===== src/rtl/pico_io_sequencer.sv =====
// Switch/LED operand sequencer between board I/O and the picoMIPS core.
// Captures NIN operands on ready-switch toggles, starts the core, then steps NOUT results onto the LEDs.
module pico_io_sequencer #(
  parameter int unsigned N           = 8,
  parameter int unsigned NIN         = 2,
  parameter int unsigned NOUT        = 2,
  parameter int unsigned SYNC_STAGES = 2
) (
  input  logic                clk,
  input  logic                nReset,
  input  logic [N-1:0]        sw_data,
  input  logic                sw_ready,
  output logic [NIN*N-1:0]    op_data,
  output logic                core_start,
  input  logic                core_done,
  input  logic [NOUT*N-1:0]   res_data,
  output logic [N-1:0]        led,
  output logic                busy,
  output logic                overrun
);

  localparam int unsigned MAXC = (NIN > NOUT) ? NIN : NOUT;
  // idx must reach NOUT in SHOW, so it is sized to hold MAXC inclusive
  localparam int unsigned IW   = $clog2(MAXC + 1);

  typedef enum logic [1:0] {LOAD, START, COMPUTE, SHOW} state_t;

  state_t                       state, state_nxt;
  logic [IW-1:0]                idx, idx_nxt;
  logic [NIN*N-1:0]             op_nxt;
  logic [NOUT*N-1:0]            res_buf, res_nxt;
  logic [N-1:0]                 led_nxt;
  logic                         overrun_nxt, core_start_nxt, busy_nxt;

  logic [SYNC_STAGES-1:0]       rdy_sync;
  logic [SYNC_STAGES-1:0][N-1:0] dat_sync;
  logic                         rdy_dly;
  logic [SYNC_STAGES:0]         arm;
  logic                         tog;
  logic [N-1:0]                 data;

  // Toggles are suppressed until the synchroniser holds real switch state, so a switch already high at release is not an edge
  assign tog  = arm[SYNC_STAGES] & (rdy_sync[SYNC_STAGES-1] ^ rdy_dly);
  assign data = dat_sync[SYNC_STAGES-1];

  // State and datapath registers
  always_ff @(posedge clk or negedge nReset) begin
    if (!nReset) begin
      state      <= LOAD;
      idx        <= '0;
      op_data    <= '0;
      res_buf    <= '0;
      led        <= '0;
      overrun    <= 1'b0;
      core_start <= 1'b0;
      busy       <= 1'b0;
      rdy_sync   <= '0;
      dat_sync   <= '0;
      rdy_dly    <= 1'b0;
      arm        <= '0;
    end else begin
      state      <= state_nxt;
      idx        <= idx_nxt;
      op_data    <= op_nxt;
      res_buf    <= res_nxt;
      led        <= led_nxt;
      overrun    <= overrun_nxt;
      core_start <= core_start_nxt;
      busy       <= busy_nxt;
      rdy_sync   <= {rdy_sync[SYNC_STAGES-2:0], sw_ready};
      dat_sync   <= {dat_sync[SYNC_STAGES-2:0], sw_data};
      rdy_dly    <= rdy_sync[SYNC_STAGES-1];
      arm        <= {arm[SYNC_STAGES-1:0], 1'b1};
    end
  end

  // Next-state logic
  always_comb begin
    state_nxt = state;
    unique case (state)
      LOAD:    if (tog && idx == IW'(NIN - 1)) state_nxt = START;
      START:   state_nxt = COMPUTE;
      COMPUTE: if (core_done) state_nxt = SHOW;
      SHOW:    if (tog && idx == IW'(NOUT)) state_nxt = (NIN == 1) ? START : LOAD;
      default: state_nxt = LOAD;
    endcase
  end

  // Next values of the registered outputs and datapath
  always_comb begin
    idx_nxt        = idx;
    op_nxt         = op_data;
    res_nxt        = res_buf;
    led_nxt        = led;
    overrun_nxt    = overrun;
    core_start_nxt = (state_nxt == START);
    busy_nxt       = (state_nxt == START) || (state_nxt == COMPUTE);
    unique case (state)
      LOAD: begin
        if (tog) begin
          for (int k = 0; k < NIN; k++)
            if (idx == IW'(k)) op_nxt[k*N +: N] = data;
          led_nxt = data;
          idx_nxt = (idx == IW'(NIN - 1)) ? '0 : idx + IW'(1);
        end
      end
      START: begin
        if (tog) overrun_nxt = 1'b1;
      end
      COMPUTE: begin
        if (tog) overrun_nxt = 1'b1;
        if (core_done) begin
          res_nxt = res_data;
          idx_nxt = '0;
        end
      end
      SHOW: begin
        if (tog) begin
          if (idx == IW'(NOUT)) begin
            op_nxt[N-1:0] = data;
            led_nxt       = data;
            idx_nxt       = (NIN == 1) ? '0 : IW'(1);
          end else begin
            for (int k = 0; k < NOUT; k++)
              if (idx == IW'(k)) led_nxt = res_buf[k*N +: N];
            idx_nxt = idx + IW'(1);
          end
        end
      end
      default: ;
    endcase
  end

endmodule


===== config.mk =====
export PLATFORM = sky130hd
export DESIGN_NAME = pico_io_sequencer
export DESIGN_NICKNAME = d
export VERILOG_FILES = /design/src/rtl/pico_io_sequencer.sv
export SDC_FILE = /design/constraint.sdc
export NUM_CORES = 1
export LEC_CHECK = 0
export ABC_CLOCK_PERIOD_IN_PS = 1800
export CAP_MARGIN = 20
export CORE_MARGIN = 1
export CORE_UTILIZATION = 32
export CTS_CLUSTER_SIZE = 12
export DETAILED_ROUTE_END_ITERATION = 6
export PLACE_DENSITY = 0.54
export SYNTH_ARGS = -nofsm -noshare
export SYNTH_HDL_FRONTEND = slang
export SYNTH_SLANG_ARGS = --single-unit

===== constraint.sdc =====
create_clock -name clk -period 1.8 [get_ports clk]
set_input_delay 0.27 -clock clk [delete_from_list [all_inputs] [get_ports clk]]
set_output_delay 0.27 -clock clk [all_outputs]
set_load 0.02 [all_outputs]

==> impl_metrics.toml <==
[run_status]
status = "finished, final reports clean"

[cts]
clock-sinks = 69
cts_made_buffers = 9
cts_tree = "yes"
cts_root_buf = "clkbuf_8"
clkTransAtPathRegs_ps = 70
h-tree-depth = 3
cts_buffer_depth = 2
clk_latency_ps = 330

[route]
wire_per_inst_um = 14.5
finalWirelength_mm = 5.62
first_iter_violations = 60
ant_nets = 0
vias = 1834
dr.pass1.iters = 4
drc = 0
viasPerCell = 4.75

[hold_path]
min-delay-start = "dat_sync[2]$_DFF_PN0_"
whs_path_depth = 0
hp-class = "reg -> reg"

[grt]
grt_pass1_vias = 1831
grt_use_total_pct = 14.2
grt_max_degree = 70
grt_overflow = 0
antenna_found_initial = 0
grt_pass1_wl_mm = 9.43

[worst_setup_path]
start_kind = "flip-flop"
crit_slowest_cell = "dfrtp_2"
cp.depth = 6
path_cells = "inv_4 -> ha_4 -> or3b_1 -> o21ai_2 -> nand3_4 -> mux2_4"
r2r_cells = 6
crit_fanout = 8
setup.worst_path.start = "state[1]$_DFF_PN0_"
worst-path-buf-inv = 1
arrival_ps = 1960
crit_family = "simple AND/OR/NAND/NOR gates"
max_stage_delay_ps = 460
end_kind = "flip-flop"
crit_type = "reg -> reg"
reg2reg_from = "state[1]$_DFF_PN0_"
worst-endpoint-required_ps = 2020

[final_layout]
diodes = 0
instances_no_fill = 386
final_cell_mix = "67 x dfrtp_1, 53 x clkdlybuf4s50_1, 31 x mux2_2, 15 x o21ai_0, 14 x buf_4"
area_growth_pct = 36.3
drive_gt1_share_pct = 29.9
final_common_cell = "dfrtp_1"
nNetsFinal = 310

[synth]
ys_seq_elements = 69
synth_nets = 235
synth-seq-area-share_pct = 62.5
synth_top_area_cell = "dfrtp_1"
synth_area_um2 = 2760
yosysWarnings = 0
synthTopCellsByArea = "dfrtp_1 62%, mux2_2 13%, mux2i_1 2.9%"
syn_inst = 201
synth_cell_types = 37
syn_avg_cell_area_um2 = 13.8
synth_top_area_share_pct = 62.5

[power]
p_sw_mw = 2.49
p_clk_share_pct = 15.3
p_int_mw = 4.27
p_seq_share_pct = 36.6
p_total_mw = 6.76
comb_power_share_pct = 48.1
p_leak_nw = 1.59
power_density_nw_per_um2 = 1790
ir_drop_v = 0.000690
switching_share_pct = 36.8

[sta]
hold_viol_final = 0
rsz0062_at_grt = "true"
slew_viol_final = 0
finalCritPeriodShare_pct = 96.6
whs_ps = 344
max_freq_ghz = 0.575
fin_skew_ps = 7.74
setup_violations = 0
fin_crit_ps = 1740

[placement]
hpwlAfterDp_mm = 3.87
gp_congestion = 0.803
dp.cells = 367
io_buffers = 54

[floorplanning]
coreArea_um2 = 8300
fp.dieW_um = 94.9
io-pin-count = 55
row_count = 33
die_area_um2 = 9010
fp.dieH_um = 94.9
start_util_pct = 33.3

[flow_run]
max_cap_viol_count = 0
-- worst paths after layout --
| kind | endpoint | slack [ps] |
|---|---|---|
| worst max-delay path | op_data[3]$_DFFE_PN0P_ | 60 |
| worst min-delay path | data[2]$_DFF_PN0_ | 340 |
| worst max register to register | op_data[3]$_DFFE_PN0P_ | 60 |
| worst min register to register | data[2]$_DFF_PN0_ | 340 |
| max in group asynchronous | state[1]$_DFF_PN0_ | 1000 |
| min in group asynchronous | res_buf[12]$_DFFE_PN0P_ | 470 |
-- cells by family after synthesis --
family          after synthesis  share of synthesized area [%]
flops                        69                           62.5
compound gates               46                           10.5
mux                          41                           16.5
simple gates                 23                           4.80
buf+inv                      14                           2.26
fa+ha+maj                     6                           2.72
other cells                   1                          0.136
xor+xnor                      1                          0.589
-- Yosys cell counts --
cell       n
a31o_2     3
ha_1       6
a221oi_1   1
conb_1     1
o31ai_1    1
nor2_1     4
a32o_1     1
buf_1      1
nand3_4    1
a21o_1     1
nand3_2    1
buf_4      1
a21oi_2    2
o21ai_2    1
o21bai_1   1
xor2_2     1
a21oi_1    9
a31oi_1    1
nand2_1    4
and2_2     1
or3b_1     1
mux2i_1    8
buf_2      5
mux2_4     1
a211oi_1   1
inv_2      1
o22ai_1    7
dfrtp_1   69
nand2b_1   1
o21ai_0   15
or2_0      1
nor3_1     8
nor2b_1    1
mux2_2    32
o22a_1     1
inv_1      6
o2111a_1   1
-- metal layers --
| metal | track usage, % | up-vias | wire length (um) |
|---|---|---|---|
| met3 | 3.30 | 11 | 194 |
| li1 | - | 875 | - |
| met2 | 20.5 | 41 | 2660 |
| met5 | 0 | - | 0 |
| met1 | 19.9 | 907 | 2640 |
| met4 | 7.20 | 0 | 117 |
-- what timing repair did --
item,CTS,global route
setup buffers,0,2
setup endpoints to repair,9,15
resized for setup,1,10
pin swaps,0,2
hold endpoints to repair,69,0
hold buffers,1,0
-- registers in the layout, summed over array words and instances (netlist names) --
signal,flops
data,8
core_start,1
rdy_sync,2
led,8
arm,3
res_buf,16
op_data,16
idx,2
rdy_dly,1
state,2
overrun,1
busy,1
dat_sync,8
-- cell type report --
cell class	count	area, um2
Clock buffer	11	131
Clock inverter	5	27.5
Fill cell	779	4530
Inverter	7	31.3
Multi-Input combinational cell	118	1020
Sequential cell	69	1730
Tap cell	105	131
Timing Repair Buffer	71	691
-- through the flow --
step | cell area, um2 | worst slack, ps | TNS, ps | utilization, %
6_report | 3770 | 62.0 | 0 | 45.4
5_1_grt | 3770 | 0.289 | 0 | 45.4
4_1_cts | 3720 | 14.7 | 0 | 44.8
3_5_place_dp | 3550 | -27.6 | -195 | 42.7
3_3_place_gp | 3550 | 8.95 | 0 | 42.7
2_1_floorplan | 2790 | 17.7 | 0 | -
-- power groups by stage --
| stage | clock network (mW) | registers [mW] | logic (mW) |
|---|---|---|---|
| detailed placement | 0 | 2.48 | 3.18 |
| global placement | 0 | 2.47 | 3.15 |
| global route | 1.16 | 2.54 | 3.56 |
| finish | 1.04 | 2.47 | 3.25 |
| floorplan | 0 | 2.70 | 1.66 |
| CTS | 1.09 | 2.45 | 3.20 |
No activity file was read; power rests on OpenSTA's default activity.
